$ cat src/rtl/rr_arbiter_4_pkg.sv
// Shared types and constants for the 4-requester round-robin arbiter.
// Holds the requester count, index width, FSM state enum and default hold limit.
package arb_pkg;

    localparam int NREQ         = 4;
    localparam int IDX_W        = 2;
    localparam int MAX_HOLD_DEF = 8;

    typedef logic [IDX_W-1:0] idx_t;
    typedef logic [NREQ-1:0]  vec_t;

    typedef enum logic {
        IDLE  = 1'b0,
        OWNED = 1'b1
    } arb_state_t;

    function automatic vec_t idx2onehot(input idx_t idx);
        return vec_t'(1) << idx;
    endfunction

endpackage

$ cat src/rtl/rr_arbiter_4_if.sv
// Request/grant bundle between the requester front-ends (master) and the arbiter (slave).
interface rr_arbiter_4_if;
    import arb_pkg::*;

    vec_t req;
    vec_t gnt;
    idx_t gnt_id;
    logic gnt_valid;
    logic preempt;

    modport master (
        output req,
        input  gnt,
        input  gnt_id,
        input  gnt_valid,
        input  preempt
    );

    modport slave (
        input  req,
        output gnt,
        output gnt_id,
        output gnt_valid,
        output preempt
    );

endinterface

$ cat src/rtl/rr_arbiter_4_penc.sv
// Existing 4:2 priority encoder: bit 3 has highest priority, valid flags any set input.
module priority_encoder_4to2 (
    input  logic [3:0] in,
    output logic [1:0] out,
    output logic       valid
);

    always_comb begin
        valid = |in;
        out   = 2'd0;
        if (in[3])      out = 2'd3;
        else if (in[2]) out = 2'd2;
        else if (in[1]) out = 2'd1;
    end

endmodule

$ cat src/rtl/rr_arbiter_4.sv
// Four-requester round-robin arbiter with registered one-hot grant.
// Optional forced rotation after MAX_HOLD owned cycles when `ARB_HOLD_LIMIT_EN is defined.
module rr_arbiter_4
    import arb_pkg::*;
#(
    parameter int MAX_HOLD = MAX_HOLD_DEF
) (
    input  logic          clk,
    input  logic          rst_n,
    rr_arbiter_4_if.slave bus
);

    localparam logic [7:0] HOLD_LIM = 8'(MAX_HOLD - 1);

    arb_state_t state_p0, state_p1;
    idx_t       last_p0, last_p1;
    vec_t       gnt_p0, gnt_p1;
    idx_t       id_p0, id_p1;
    logic       vld_p0, vld_p1;

    vec_t       req_rot;
    logic [1:0] enc_out;
    logic       enc_valid;
    idx_t       winner;
    logic       others;
    logic       grant_new;

    // Rotate so the requester right after the last winner lands on encoder bit 3.
    always_comb begin
        req_rot = '0;
        for (int k = 0; k < NREQ; k++) begin
            req_rot[k] = bus.req[idx_t'(last_p1 - idx_t'(k))];
        end
    end

    priority_encoder_4to2 u_penc (
        .in    (req_rot),
        .out   (enc_out),
        .valid (enc_valid)
    );

    assign winner = idx_t'(last_p1 - enc_out);
    assign others = |(bus.req & ~gnt_p1);

`ifdef ARB_HOLD_LIMIT_EN
    logic [7:0] cnt_p0, cnt_p1;
    logic       pre_p0, pre_p1;
`else
    logic [7:0] unused_hold;
    assign unused_hold = HOLD_LIM;
`endif

    always_comb begin
        state_p0  = state_p1;
        last_p0   = last_p1;
        gnt_p0    = gnt_p1;
        id_p0     = id_p1;
        vld_p0    = vld_p1;
        grant_new = 1'b0;
`ifdef ARB_HOLD_LIMIT_EN
        cnt_p0    = cnt_p1;
        pre_p0    = 1'b0;
`endif
        case (state_p1)
            IDLE: begin
                if (enc_valid) grant_new = 1'b1;
            end
            OWNED: begin
                // In OWNED the last winner is the owner, so it sits at lowest priority.
                if (!bus.req[last_p1]) begin
                    if (enc_valid) begin
                        grant_new = 1'b1;
                    end else begin
                        state_p0 = IDLE;
                        gnt_p0   = '0;
                        id_p0    = '0;
                        vld_p0   = 1'b0;
                    end
                end
`ifdef ARB_HOLD_LIMIT_EN
                else if (cnt_p1 >= HOLD_LIM && others) begin
                    grant_new = 1'b1;
                    pre_p0    = 1'b1;
                end else if (cnt_p1 != 8'hFF) begin
                    cnt_p0 = cnt_p1 + 8'd1;
                end
`endif
            end
            default: state_p0 = IDLE;
        endcase
        if (grant_new) begin
            state_p0 = OWNED;
            last_p0  = winner;
            gnt_p0   = idx2onehot(winner);
            id_p0    = winner;
            vld_p0   = 1'b1;
`ifdef ARB_HOLD_LIMIT_EN
            cnt_p0   = 8'd0;
`endif
        end
    end

    // Registered outputs: single stage from the deciding edge.
    always_ff @(posedge clk) begin
        if (!rst_n) begin
            state_p1 <= IDLE;
            last_p1  <= idx_t'(NREQ - 1);
            gnt_p1   <= '0;
            id_p1    <= '0;
            vld_p1   <= 1'b0;
`ifdef ARB_HOLD_LIMIT_EN
            cnt_p1   <= 8'd0;
            pre_p1   <= 1'b0;
`endif
        end else begin
            state_p1 <= state_p0;
            last_p1  <= last_p0;
            gnt_p1   <= gnt_p0;
            id_p1    <= id_p0;
            vld_p1   <= vld_p0;
`ifdef ARB_HOLD_LIMIT_EN
            cnt_p1   <= cnt_p0;
            pre_p1   <= pre_p0;
`endif
        end
    end

    assign bus.gnt       = gnt_p1;
    assign bus.gnt_id    = id_p1;
    assign bus.gnt_valid = vld_p1;
`ifdef ARB_HOLD_LIMIT_EN
    assign bus.preempt   = pre_p1;
`else
    assign bus.preempt   = 1'b0;
`endif

endmodule

$ cat src/flat_wrapper.sv
// flat-port wrapper written by rule: the top's interface ports become plain ports
module rr_arbiter_4_flat import arb_pkg::*;
#(
    parameter int MAX_HOLD = MAX_HOLD_DEF
)
  (clk, rst_n, bus_req, bus_gnt, bus_gnt_id, bus_gnt_valid, bus_preempt);
  rr_arbiter_4_if bus_i ();
  input  logic clk;
  input  logic rst_n;
  input wire logic [$bits(bus_i.req)-1:0] bus_req;
  output wire logic [$bits(bus_i.gnt)-1:0] bus_gnt;
  output wire logic [$bits(bus_i.gnt_id)-1:0] bus_gnt_id;
  output wire logic [$bits(bus_i.gnt_valid)-1:0] bus_gnt_valid;
  output wire logic [$bits(bus_i.preempt)-1:0] bus_preempt;
  assign bus_i.req = bus_req;
  assign bus_gnt = bus_i.gnt;
  assign bus_gnt_id = bus_i.gnt_id;
  assign bus_gnt_valid = bus_i.gnt_valid;
  assign bus_preempt = bus_i.preempt;
  rr_arbiter_4 #(.MAX_HOLD(MAX_HOLD)) u_core (.clk(clk), .rst_n(rst_n), .bus(bus_i));
endmodule
$ cat config.mk
export PLATFORM = sky130hd
export DESIGN_NAME = rr_arbiter_4_flat
export DESIGN_NICKNAME = d
export VERILOG_FILES = /design/src/rtl/rr_arbiter_4_pkg.sv /design/src/rtl/rr_arbiter_4_if.sv /design/src/rtl/rr_arbiter_4_penc.sv /design/src/rtl/rr_arbiter_4.sv /design/src/flat_wrapper.sv
export SDC_FILE = /design/constraint.sdc
export NUM_CORES = 1
export LEC_CHECK = 0
export ABC_AREA = 1
export BUFFER_PORTS_ARGS = -buffer_cell sky130_fd_sc_hd__buf_2
export CAP_MARGIN = 5
export CORE_AREA = 2 2 39 41
export CTS_CLUSTER_SIZE = 24
export DETAILED_ROUTE_END_ITERATION = 10
export DIE_AREA = 0 0 41 43
export HOLD_SLACK_MARGIN = 0.06
export PLACE_DENSITY = 0.72
export REMOVE_ABC_BUFFERS = 1
export SETUP_SLACK_MARGIN = 0.2
export SLEW_MARGIN = 20
export SYNTH_ARGS = -nofsm -noshare
export SYNTH_HDL_FRONTEND = slang
export SYNTH_SLANG_ARGS = --single-unit
$ cat constraint.sdc
create_clock -name clk -period 1.85 [get_ports clk]
set_input_delay 0.0925 -clock clk [delete_from_list [all_inputs] [get_ports clk]]
set_output_delay 0.0925 -clock clk [all_outputs]
set_load 0.03 [all_outputs]
==> run summary, run 1 <==
Outcome: completed
Proportion of register bits with asynchronous set or reset after synthesis: 0
Critical path peak fanout: 8
Worst Setup SP: u_core.last_p1[0]
Count of routing violations after the opening detailed-route iteration: 8
Core region area: 0.00138 mm^2
First-pass iteration count of the detailed router: 4
Slowest cell delay on critical path: 0.40 ns
Area of combinational cells with multiple inputs: 415 um^2
Layout filler cell count: 136
Max Buffers Root-to-Sink: 2
P&R area growth vs syn: 36.4%
Row count: 14
Count of flip-flops with a built-in enable after synthesis: 0
Slowest CP cell: sky130_fd_sc_hd__dfxtp_4
Sequential standard cell area: 208 um^2
DIE AREA: 0.00176 mm^2
Num ports: 14
Total number of nets in the final design: 131
Most area-consuming cells after synthesis: sky130_fd_sc_hd__dfxtp_1, sky130_fd_sc_hd__nand2_1, sky130_fd_sc_hd__nand3_1
Dominant synthesized flop cell: sky130_fd_sc_hd__dfxtp_1
Data arrival time of the worst path: 1.75 ns
Number of pins with negative max-slew slack in the final report: 0
Die Height: 43 um
Static leakage: 0.000462 uW
Final period utilization: 0.839
Largest vdd supply drop: 1.06 mV
Most area-hungry cell type in the Yosys netlist: sky130_fd_sc_hd__dfxtp_1
Average wire per standard cell: 10.7 um
Number of clock sinks: 10
Final worst clock skew: 0.00803 ns
Buffers & Inverters on Critical Path: 2
Effective utilization at floorplan: 0.465
Number of levels in the clock H-tree: 1
TritonCTS clock tree: done
Die boundary width: 41 um
Grt ovf: 0
Final critical delay including setup and external delays: 1.55 ns
Largest net degree at the start of global routing: 9
Wire length of the first global-routing pass: 2500 um
Count of unresolved DRC violations after routing: 0
Instance count of the mapped netlist: 96
Max-capacitance violation count: 0
Ratio of cells with drive above 1 in the final layout: 0.385
Antenna violations before repair: 0
Number of buffers created by CTS: 3
Endpoint type of the worst setup path: flop
# port buffers: 12
Count leader, synth: sky130_fd_sc_hd__nand2_1
Cell family with the largest share of critical-path delay: simple AND/OR/NAND/NOR gates
Kind of path behind the tightest hold check: input port to flop
HPWL after detailed placement: 985 um
Vias after detailed routing: 678
Average size of a mapped cell: 6.70 um^2
Pwr/cell area: 2060 mW/mm^2
Syn. warnings: 0
Total of flip-flops plus latches after synthesis: 10
Total global-route track usage: 0.212
Cell seen most often among critical-path stages: sky130_fd_sc_hd__nand2_1
Fraction of post-synthesis cell area in the top cell type by area: 0.311
Sequential cell area fraction in the yosys report: 0.311
Post-synthesis instance area: 643 um^2
Source of the worst hold timing path: bus_req[2]
Remaining number of nets flagged by the antenna check after routing: 0
Chain of cells forming the critical path: inv_6 -> nand2_1 -> nand2_1 -> nand2_1 -> nand2_2 -> buf_4 -> nand2_4 -> nor2_2 -> nor2_4 -> nand2_1 -> a21oi_1
Global placer's final weighted congestion: 0.858
Post-DR vias/cell: 4.91
CTS Root Cell: sky130_fd_sc_hd__clkbuf_4
Hold slack final: 0.371 ns
Routed wire length: 1480 um
Data required time at the worst endpoint: 2.05 ns
Sum of negative setup slack: 0 ns
Clock input transition at the sequential cells of the worst setup and hold paths: 0.07 ns
Count of different cell masters after synthesis: 17
Highest clock frequency the design can meet: 644 MHz
Via count of the first global-routing pass: 635
# diodes: 0
Worst Path Class, Setup: flop to flop
Final setup fails: 0
Setup repair after global routing missed its margin: no
Clock latency reported for the late side of the worst-skew pair: 0.28 ns
Launching point of the worst reg2reg path: u_core.last_p1[0]
Count of final hold-check violations: 0
Kind of launch point of the worst setup path: flop
Commonest cells post-synth: sky130_fd_sc_hd__nand2_1, sky130_fd_sc_hd__nand3_1, sky130_fd_sc_hd__dfxtp_1
## sequential cells by signal (all words and copies together), names as in the netlist
signal / flops
u_core.bus.gnt: 4
u_core.bus.gnt_id: 2
u_core.bus.gnt_valid: 1
u_core.last_p1: 2
u_core.state_p1: 1
## metrics by stage
step | power (uW) | util | setup slack (ns) | cells | instance area [um^2]
global route | 1980 | 0.634 | 0.150 | 138 | 877
detailed placement | 1360 | 0.523 | 0.186 | 124 | 723
global placement | 1330 | 0.523 | 0.227 | 124 | 723
floorplan | 1150 | - | 0.299 | 95 | 636
finish | 1810 | 0.634 | 0.298 | 138 | 877
CTS | 1630 | 0.583 | 0.200 | 134 | 807
## logic make-up (layout without fill, tap and decap cells)
| group | Yosys count | in the layout | share of synthesized area |
|---|---|---|---|
| AO/OA/AOI/OAI | 11 | 11 | 0.128 |
| adder cells (fa/ha/maj) | 2 | 2 | 0.0389 |
| buffers and inverters | 13 | 39 | 0.0817 |
| flip-flops | 10 | 10 | 0.311 |
| other | 1 | 1 | 0.00583 |
| AND/OR/NAND/NOR | 59 | 59 | 0.434 |
## path summary, 6_finish.rpt
kind | to | slack (ns) | cells after the start
setup / recovery | u_core.bus.gnt_id[0] | 0.30 | 11
setup reg to reg | u_core.bus.gnt_id[0] | 0.30 | 11
hold reg to reg | u_core.bus.gnt_valid | 0.46 | 2
hold / removal | u_core.state_p1 | 0.37 | 7
## final cells by class
type	count	share of cell area
inverters	12	0.0599
well taps	16	0.0228
repair buffers	23	0.165
multi-input cells	73	0.474
clock buffers	4	0.0414
flip-flops and latches	10	0.237
## metal layers
metal,wire length (um),GRT usage,share of wire,vias up
li1,-,-,-,358
met1,664,0.256,0.45,308
met2,743,0.319,0.50,7
met3,28,0.0471,0.019,5
met4,43,0.140,0.029,0
met5,0,0,0,-
## worst register-to-register path: stages (launching register included)
cell and delay (ns):
sky130_fd_sc_hd__dfxtp_4 0.40, sky130_fd_sc_hd__inv_6 0.05, sky130_fd_sc_hd__nand2_1 0.07, sky130_fd_sc_hd__nand2_1 0.08, sky130_fd_sc_hd__nand2_1 0.09, sky130_fd_sc_hd__nand2_2 0.07, sky130_fd_sc_hd__buf_4 0.14, sky130_fd_sc_hd__nand2_4 0.08
sky130_fd_sc_hd__nor2_2 0.06, sky130_fd_sc_hd__nor2_4 0.16, sky130_fd_sc_hd__nand2_1 0.10, sky130_fd_sc_hd__a21oi_1 0.17
## where the power goes
part           leakage [uW]  total [uW]  internal, uW  switching, uW
Combinational      0.000358        1240           492            744
Sequential        0.0000831         369           304           65.2
Clock             0.0000210         201           120           81.5
Total              0.000462        1810           916            891
## layout by cell type, fill, tap and decap left out
cell and n:
sky130_fd_sc_hd__clkbuf_8 1, sky130_fd_sc_hd__o211ai_1 2, sky130_fd_sc_hd__inv_2 1, sky130_fd_sc_hd__ha_1 1, sky130_fd_sc_hd__clkbuf_4 3, sky130_fd_sc_hd__conb_1 1, sky130_fd_sc_hd__inv_6 1, sky130_fd_sc_hd__buf_2 12
sky130_fd_sc_hd__inv_4 1, sky130_fd_sc_hd__nor2_2 2, sky130_fd_sc_hd__dfxtp_4 2, sky130_fd_sc_hd__nand2_2 8, sky130_fd_sc_hd__inv_1 9, sky130_fd_sc_hd__dlygate4sd3_1 1, sky130_fd_sc_hd__o21ai_4 2, sky130_fd_sc_hd__and2_1 1
sky130_fd_sc_hd__nand2_4 2, sky130_fd_sc_hd__nor2_1 1, sky130_fd_sc_hd__ha_4 1, sky130_fd_sc_hd__nor2_4 1, sky130_fd_sc_hd__nand3_1 16, sky130_fd_sc_hd__buf_4 10, sky130_fd_sc_hd__a21oi_1 7, sky130_fd_sc_hd__dfxtp_1 8
sky130_fd_sc_hd__nand2_1 28
## timing repair
| action | CTS | global route |
|---|---|---|
| gates resized for setup | 0 | 14 |
| endpoints found under the hold margin | 2 | 0 |
| hold buffers | 1 | 0 |
| pin swaps | 0 | 6 |
| setup endpoints to repair | 4 | 8 |
| setup buffers | 5 | 4 |
| gates cloned | 0 | 0 |
No activity file was read; power rests on OpenSTA's default activity.
==> run 2, diff against run 1 <==
CORE_AREA = unset   (was 2 2 39 41)
CORE_MARGIN = 1.5   (was unset)
CORE_UTILIZATION = 46   (was unset)
DIE_AREA = unset   (was 0 0 41 43)
clock period = 1.3 ns   (was 1.85 ns; I/O delays follow)
==> run 2 against run 1 <==
The flow now finishes with violations (negative setup slack). Maximum frequency grew 0.17%. Combinational power grew 86%. Clock power grew 5%. Sequential power grew 44%. Worst setup slack lost 0.55 ns. Critical endpoint is now u_core.bus.gnt[2].
==> run summary, run 2 (same netlist as run 1, synthesis figures left out) <==
Chain of cells forming the critical path: inv_4 -> nand2_1 -> nand2_2 -> nand2_2 -> nand2_2 -> buf_6 -> nand2_8 -> nor2_4 -> nor2_4 -> nand3_2 -> a21oi_1
Clock latency reported for the late side of the worst-skew pair: 0.27 ns
Slowest cell delay on critical path: 0.39 ns
Final worst clock skew: 0.00881 ns
Sum of negative setup slack: -1.93 ns
Buffers & Inverters on Critical Path: 2
Most common cell after layout, fill and taps aside: sky130_fd_sc_hd__nand2_2
Post-DR vias/cell: 5.03
Critical path peak fanout: 8
Final period utilization: 1.19
Setup repair after global routing missed its margin: yes
Largest vdd supply drop: 1.96 mV
Row count: 13
Setup slack of the critical path after layout: -0.249 ns
Die boundary width: 40.4 um
Number of buffers created by CTS: 3
Endpoint type of the worst setup path: flop
# diodes: 0
Cell seen most often among critical-path stages: sky130_fd_sc_hd__nand2_2
Cell family with the largest share of critical-path delay: simple AND/OR/NAND/NOR gates
Inst Count DP: 131
Data required time at the worst endpoint: 1.49 ns
Data arrival time of the worst path: 1.74 ns
Count of unresolved DRC violations after routing: 0
Grt ovf: 0
Num ports: 14
DIE AREA: 0.00163 mm^2
Count of final hold-check violations: 0
Commonest cells after routing, fill and taps aside: sky130_fd_sc_hd__nand2_2, sky130_fd_sc_hd__nand2_1, sky130_fd_sc_hd__buf_2
Effective utilization at floorplan: 0.494
Max Buffers Root-to-Sink: 2
Clock input transition at the sequential cells of the worst setup and hold paths: 0.07 ns
Register-to-register setup slack: -0.25 ns
Total number of nets in the final design: 134
Count of routing violations after the opening detailed-route iteration: 13
Kind of path behind the tightest hold check: input port to flop
Routed wire length: 1730 um
Static leakage: 0.000493 uW
Via count of the first global-routing pass: 623
Wire length of the first global-routing pass: 2590 um
CTS Root Cell: sky130_fd_sc_hd__clkbuf_4
Core region area: 0.00130 mm^2
Pwr/cell area: 3040 mW/mm^2
Worst Path Class, Setup: flop to flop
Number of levels in the clock H-tree: 1
Vias after detailed routing: 699
Number of clock sinks: 10
Kind of launch point of the worst setup path: flop
Number of flip-flops in the largest register: 4
Non-Filler Instances: 139
Final critical delay including setup and external delays: 1.55 ns
Violations in the final reports: negative setup slack
Antenna violations before repair: 0
Remaining number of nets flagged by the antenna check after routing: 0
Largest net degree at the start of global routing: 9
Number of pins with negative max-slew slack in the final report: 0
Ratio of cells with drive above 1 in the final layout: 0.581
Average wire per standard cell: 12.4 um
Post-placement setup slack: -0.359 ns
Die Height: 40.4 um
Slowest CP cell: sky130_fd_sc_hd__dfxtp_4
Final setup fails: 9
TritonCTS clock tree: done
HPWL after detailed placement: 1090 um
Outcome: finished with violations
Highest clock frequency the design can meet: 645 MHz
Global placer's final weighted congestion: 0.845
Max-capacitance violation count: 0
Total global-route track usage: 0.250
P&R area growth vs syn: 56.2%
# port buffers: 12
First-pass iteration count of the detailed router: 4
==> run 2: cell count changes in the layout (fill, tap and decap cells not counted), moves of 2 or more <==
cell                      previous run  this run
sky130_fd_sc_hd__nand2_4             2         5
sky130_fd_sc_hd__nand3_2             0         7
sky130_fd_sc_hd__a21oi_1             7         5
sky130_fd_sc_hd__buf_6               0         3
sky130_fd_sc_hd__nand2_1            28        15
sky130_fd_sc_hd__nand2_2             8        17
sky130_fd_sc_hd__nand3_1            16         9
sky130_fd_sc_hd__a21oi_2             0         2
==> run 2: power breakdown <==
group,leakage (uW),switching (uW),total [uW],internal [uW]
Combinational,0.000396,1380,2310,930
Clock,0.0000138,104,211,107
Sequential,0.0000831,100,533,433
==> run 2: worst paths after layout <==
| kind | startpoint | endpoint | cells after the start |
|---|---|---|---|
| max reg2reg | u_core.last_p1[1] | u_core.bus.gnt[2] | 11 |
| max | u_core.last_p1[1] | u_core.bus.gnt[2] | 11 |
| min reg2reg | u_core.bus.gnt_valid | u_core.bus.gnt_valid | 2 |
| min | bus_req[2] | u_core.state_p1 | 7 |
==> run 2: per-layer routing <==
| layer | vias up | track usage | share of wire |
|---|---|---|---|
| met5 | - | 0 | 0 |
| met4 | 0 | 0.117 | 0.0098 |
| met3 | 4 | 0.0944 | 0.045 |
| met2 | 13 | 0.413 | 0.53 |
| met1 | 314 | 0.280 | 0.42 |
| li1 | 368 | - | - |
==> run 2: what timing repair did <==
| action | 4_1_cts | 5_1_grt |
|---|---|---|
| pin swaps | 14 | 11 |
| hold buffers | 1 | 0 |
| hold endpoints to repair | 2 | 0 |
| gates resized for setup | 27 | 19 |
| buffers inserted | 2 | 2 |
| setup endpoints to repair | 10 | 10 |
==> run 2: layout make-up <==
cell class | instances | area, um^2
Tap cell | 15 | 18.8
Timing Repair Buffer | 26 | 179
Sequential cell | 10 | 208
Multi-Input combinational cell | 73 | 524
Inverter | 12 | 52.6
Fill cell | 98 | 297
Clock buffer | 3 | 22.5
==> run 2: metrics by stage <==
step	power (uW)	instance area, um^2	utilization	hold WS, ns
final	3050	1000	0.772	0.355
after global routing	3270	1000	0.772	0.413
after CTS	2630	907	0.697	0.364
after detailed placement	2090	782	0.601	0.301
after global placement	2050	782	0.601	0.293
after floorplan	1630	636	-	0.164
==> run 2: tightest hold or removal path, delay by kind of cell <==
| kind | cells | cell delay, ns |
|---|---|---|
| compound gates | 1 | 0.08 |
| buf+inv | 1 | 0.09 |
| simple gates | 5 | 0.35 |
